--- config.mk ---
export PLATFORM = sky130hd
export DESIGN_NAME = universal_shift_register
export DESIGN_NICKNAME = d
export VERILOG_FILES = /design/src/rtl/universal_shift_register.sv
export SDC_FILE = /design/constraint.sdc
export NUM_CORES = 1
export LEC_CHECK = 0
export ABC_AREA = 1
export ABC_CLOCK_PERIOD_IN_PS = 2150
export BUFFER_PORTS_ARGS = -buffer_cell sky130_fd_sc_hd__buf_4
export CORE_UTILIZATION = 50
export CTS_CLUSTER_DIAMETER = 30
export DETAILED_ROUTE_END_ITERATION = 12
export PLACE_DENSITY = 0.82
export SYNTH_ARGS = -nofsm -noshare
export SYNTH_HDL_FRONTEND = slang
export SYNTH_SLANG_ARGS = --single-unit
--- constraint.sdc ---
create_clock -name clk -period 2.15 [get_ports clk]
set_input_delay 0.645 -clock clk [delete_from_list [all_inputs] [get_ports clk]]
set_output_delay 0.645 -clock clk [all_outputs]
set_load 0.1 [all_outputs]
--- src/rtl/universal_shift_register.sv ---
// ============================================================================
// universal_shift_register: parametrised shift/rotate/load register with a
// frame counter. Rotate modes exist only when USR_ROTATE_EN is defined.
// Revision: 1.0
// ============================================================================
`default_nettype none

module universal_shift_register #(
  parameter int WIDTH = 8,
  parameter int CNT_W = $clog2(WIDTH)
) (
  input  logic             clk,
  input  logic             rst_n,
  input  logic             en,
  input  logic [2:0]       mode,
  input  logic             ser_in_lsb,
  input  logic             ser_in_msb,
  input  logic [WIDTH-1:0] par_in,
  output logic [WIDTH-1:0] q,
  output logic             ser_out_msb,
  output logic             ser_out_lsb,
  output logic             frame_done,
  output logic [CNT_W-1:0] shift_cnt
);

  localparam logic [2:0] MODE_HOLD = 3'b000;
  localparam logic [2:0] MODE_SHL  = 3'b001;
  localparam logic [2:0] MODE_SHR  = 3'b010;
  localparam logic [2:0] MODE_LOAD = 3'b011;
`ifdef USR_ROTATE_EN
  localparam logic [2:0] MODE_ROL  = 3'b100;
  localparam logic [2:0] MODE_ROR  = 3'b101;
`endif
  localparam logic [2:0] MODE_ASR  = 3'b110;
  localparam logic [2:0] MODE_CLR  = 3'b111;

  localparam logic [CNT_W-1:0] CNT_LAST = CNT_W'(WIDTH - 1);

  logic [WIDTH-1:0] data_q, data_d;
  logic [CNT_W-1:0] cnt_q, cnt_d;
  logic             done_q, done_d;
  logic             is_shift;

  always_comb begin
    data_d   = data_q;
    cnt_d    = cnt_q;
    done_d   = 1'b0;
    is_shift = 1'b0;
    if (en) begin
      case (mode)
        MODE_HOLD: ;
        MODE_SHL: begin
          data_d   = {data_q[WIDTH-2:0], ser_in_lsb};
          is_shift = 1'b1;
        end
        MODE_SHR: begin
          data_d   = {ser_in_msb, data_q[WIDTH-1:1]};
          is_shift = 1'b1;
        end
        MODE_LOAD: begin
          data_d = par_in;
          cnt_d  = '0;
        end
`ifdef USR_ROTATE_EN
        MODE_ROL: begin
          data_d   = {data_q[WIDTH-2:0], data_q[WIDTH-1]};
          is_shift = 1'b1;
        end
        MODE_ROR: begin
          data_d   = {data_q[0], data_q[WIDTH-1:1]};
          is_shift = 1'b1;
        end
`endif
        MODE_ASR: begin
          data_d   = {data_q[WIDTH-1], data_q[WIDTH-1:1]};
          is_shift = 1'b1;
        end
        MODE_CLR: begin
          data_d = '0;
          cnt_d  = '0;
        end
        default: ;
      endcase
      // The last shift of a frame wraps the count and raises the pulse.
      if (is_shift) begin
        if (cnt_q == CNT_LAST) begin
          cnt_d  = '0;
          done_d = 1'b1;
        end else begin
          cnt_d = cnt_q + CNT_W'(1);
        end
      end
    end
  end

  always_ff @(posedge clk or negedge rst_n) begin
    if (!rst_n) begin
      data_q <= '0;
      cnt_q  <= '0;
      done_q <= 1'b0;
    end else begin
      data_q <= data_d;
      cnt_q  <= cnt_d;
      done_q <= done_d;
    end
  end

  assign q           = data_q;
  assign ser_out_msb = data_q[WIDTH-1];
  assign ser_out_lsb = data_q[0];
  assign frame_done  = done_q;
  assign shift_cnt   = cnt_q;

endmodule

`default_nettype wire

Word-level counts from Yosys, hierarchy flattened
Cells that the tools add are included.

Flip-flop bits (word level): 12. Input port bits: 16. Output and inout bits: 14. Word-level logic and storage cells: 29.

$add $sub $neg: 1. Eq/ne operators: 6. Muxes and demuxes: 9. Bitwise logic cells: 1. Reduce and logical (&&, ||, !) cells: 8.

Operators by type and width (count): $pmux 8 s5 (1); $eq 3x3->1 const B (3); $mux 3 (3); $eq 3x2->1 const B (2); $mux 1 (5); $reduce_bool 5->1 (1); $reduce_and 2->1 (2); $reduce_bool 4->1 (1); $add 3x1->3 const B (1); $eq 3x1->1 const B (1); $reduce_and 3->1 (1); $reduce_or 3->1 (1); $reduce_bool 2->1 (1); $reduce_or 2->1 (1); $not 1->1 (1).

Longest topological paths before layout
Depth in word-level cells: 6. Depth in mapped cells: 8. Gate-level depth less buffers: 7.

Worst setup path after synthesis
OpenSTA, ideal clock, no wires.

Kind: flip-flop to output port. Start point: reg data_q[0], in the netlist q[0]. End point: out q[0]. Data arrival time: 1356 ps. Data required time: 1505 ps. Slack: 149 ps. Stages on the path, launching flop included: 2. Path buffers: 1. Cell sequence: dfrtp_1 buf_4.

RTL lines: start: declaration (line 39) `logic [WIDTH-1:0] data_q, data_d;`; start signal: assignment (line 102) `data_q <= data_d;`; end: declaration (line 19) `output logic [WIDTH-1:0] q,`.

No word-level cell between the ends.

Worst setup path after layout
Start point: reg data_q[2], in the netlist q[2]. End point: out q[2].

No word-level cell between the ends.

==> run_results.csv <==
group,metric,value,unit
cts,cts_tree,"done",
critical_path,crit_fanout,4,
yosys,yosys_warnings,0,
cts,clock_tree.root_cell,"clkbuf_4",
critical_path,worst_ep_required_time,1.50,ns
critical_path,endpoint_kind,"output port",
timing,finalHoldWorstSlack,0.1887,ns
critical_path,startpoint_type,"register",
cts,worstSkewPairLatency,0.28,ns
cts,cts_max_path_buffers,2,
timing,setup_viol,0,
power_and_ir_drop,total_leakage_power,0.5678,nW
floorplanning,dieWidth,40.81,um
timing,timing_worst_slew_pin_value,0.3765,ns
min_path,min_path_type,"input port to asynchronous set/reset pin",
yosys,syn_inst,112,
routing,drt_pre_antenna_iters,5,
critical_path,criticalPathCategory,"register to output port",
timing,rsz0062_at_grt,"false",
place,place.port_buffers,29,
routing,avgViaCountPerCell,4.980,
cts,postCtsSetupRepairBufs,0,
floorplanning,core_area,0.001350,mm2
routing,routedWlPerCell,10.84,um
routing,met1_length,815,um
cts,hold_buffers,0,
layout,layout.cell_area.non_filler,977.2,um2
timing,slew_headroom,0.7481,
cts,clock-sinks,12,
yosys,post_synth_instance_area,753.2,um2
critical_path,critical-path-slowest-cell,"dfrtp_1",
critical_path,cp.depth,1,
routing,ant_nets,0,
layout,most_frequent_standard_cell_in_the_layout_excluding_fill_and_tap_cells,"nand2_1",
routing,vias,762,
grt,first_global_vias,563,
layout,most-common-layout-cells,"nand2_1, buf_4, nor2_1",
timing,timing.final.crit_period,1.651,ns
power_and_ir_drop,pwr_density_cell,1159,mW/mm2
floorplanning,initial_utilization,0.5579,
grt,overflow,0,
yosys,syn_area_per_cell,6.725,um2
routing,top_layer_used,"met4",
routing,drt_iter0_drc,12,
critical_path,worstPathCellList,"buf_4",
timing,endpoints_failing_hold,0,
layout,layout-area-overhead-vs-synth,29.73,%
cts,h_tree_depth_reported_by_cts,1,
critical_path,arrival,1.01,ns
critical_path,rr_worst_depth,4,
layout,post_route_cells_drive_above_1_share,0.2826,
yosys,syn_nets,130,
status,run_status,"finished clean",
grt,overall_global_routing_usage,0.2236,
layout,final_util,0.7238,
floorplanning,core_rows,13,
timing,slew_viol_final,0,
routing,route.detailed.drc,0,
yosys,number_of_distinct_library_cell_variants_in_the_gate_level_netlist_after_synthesis,13,
job,cap_viol_max_count,0,
critical_path,crit_path_max_incr_delay,0.41,ns
timing,max_clock_freq,605.7,MHz
layout,diodes,0,
place,dpl.hpwl,1170,um
place,placement.cell_area,940.9,um2
timing,timing.final.crit_share,0.7678,
critical_path,timing.critical_path.max_delay_family,"flip-flops",
grt,grt_antenna_before_repair,0,
yosys,yosys_register_bits,12,
layout,final_net_count,157,
timing,setup-tns-final,0,ns
cts,numCtsBuffers,3,
place,place_congestion,0.8178,
critical_path,critical_path.n_buffers_inverters,1,
routing,finalWirelength,1658,um
routing,met2WireLength,704,um
floorplanning,boundaryPins,30,
power_and_ir_drop,ir_drop,878.1,uV
grt,grt_pass1_wl,2380,um
cts,cts.repair.resized,0,
floorplanning,die_h,40.81,um
timing,finalClockSkew,0.005309,ns
cts,cts.reportedPaths.clkPinSlew,0.08,ns
routing,wl_met3,108,um
grt,grt_start_max_net_pins,21,
floorplanning,floorplan.die_area,0.001665,mm2
yosys,synth_sequential_area_ratio,0.3987,
synthesized netlist by cell type, drive strengths merged:
library cell	number	area share
nand2	49	0.25
nor2	20	0.11
nand3	15	0.10
dfrtp	12	0.40
buf	7	0.065
inv	6	0.030
ha	2	0.033
nand3b	1	0.010
sequential cells by signal (all words and copies together) (netlist names):
register	flops
shift_cnt	3
frame_done	1
q	8
cells by family after synthesis:
kind of cell               synth area share
and+or+nand+nor                      0.4734
buffers and inverters               0.09467
DFF                                  0.3987
adders and majority gates           0.03322
path summary, 6_finish.rpt:
check,from,end,slack [ns]
setup / recovery,q[2],q[2],0.50
hold / removal,rst_n,q[4],0.19
setup reg to reg,shift_cnt[0],shift_cnt[2],1.06
hold reg to reg,shift_cnt[1],shift_cnt[1],0.52
max in group asynchronous,rst_n,shift_cnt[2],1.79
min in group clk,shift_cnt[1],shift_cnt[1],0.52
per-stage QoR:
stage	cells	power, W	worst slack, ns
2_1_floorplan	112	0.0008254	0.1486
3_3_place_gp	149	0.0009464	0.5748
3_5_place_dp	149	0.0009523	0.5493
4_1_cts	153	0.001138	0.4985
5_1_grt	153	0.001181	0.4600
6_report	153	0.001133	0.4991
layer usage:
metal / vias up / GRT usage
li1: 394 / -
met1: 333 / 0.3165
met2: 30 / 0.3203
met3: 5 / 0.03261
met4: 0 / 0.1250
met5: - / 0
power breakdown:
| group | leakage [nW] | switching [W] | internal [W] | total [W] |
|---|---|---|---|---|
| Sequential | 0.153 | 0.0000463 | 0.000272 | 0.000318 |
| Clock | 0.0210 | 0.0000822 | 0.000103 | 0.000185 |
| Combinational | 0.393 | 0.000497 | 0.000131 | 0.000629 |
layout make-up:
class | count | area (um2)
inverters | 6 | 22.52
flip-flops and latches | 12 | 300.3
multi-input cells | 87 | 381.6
clock buffers | 4 | 36.28
repair buffers | 29 | 217.7
well taps | 15 | 18.77
fillers | 115 | 372.9
Note: power is estimated with default switching activity, not from simulation.
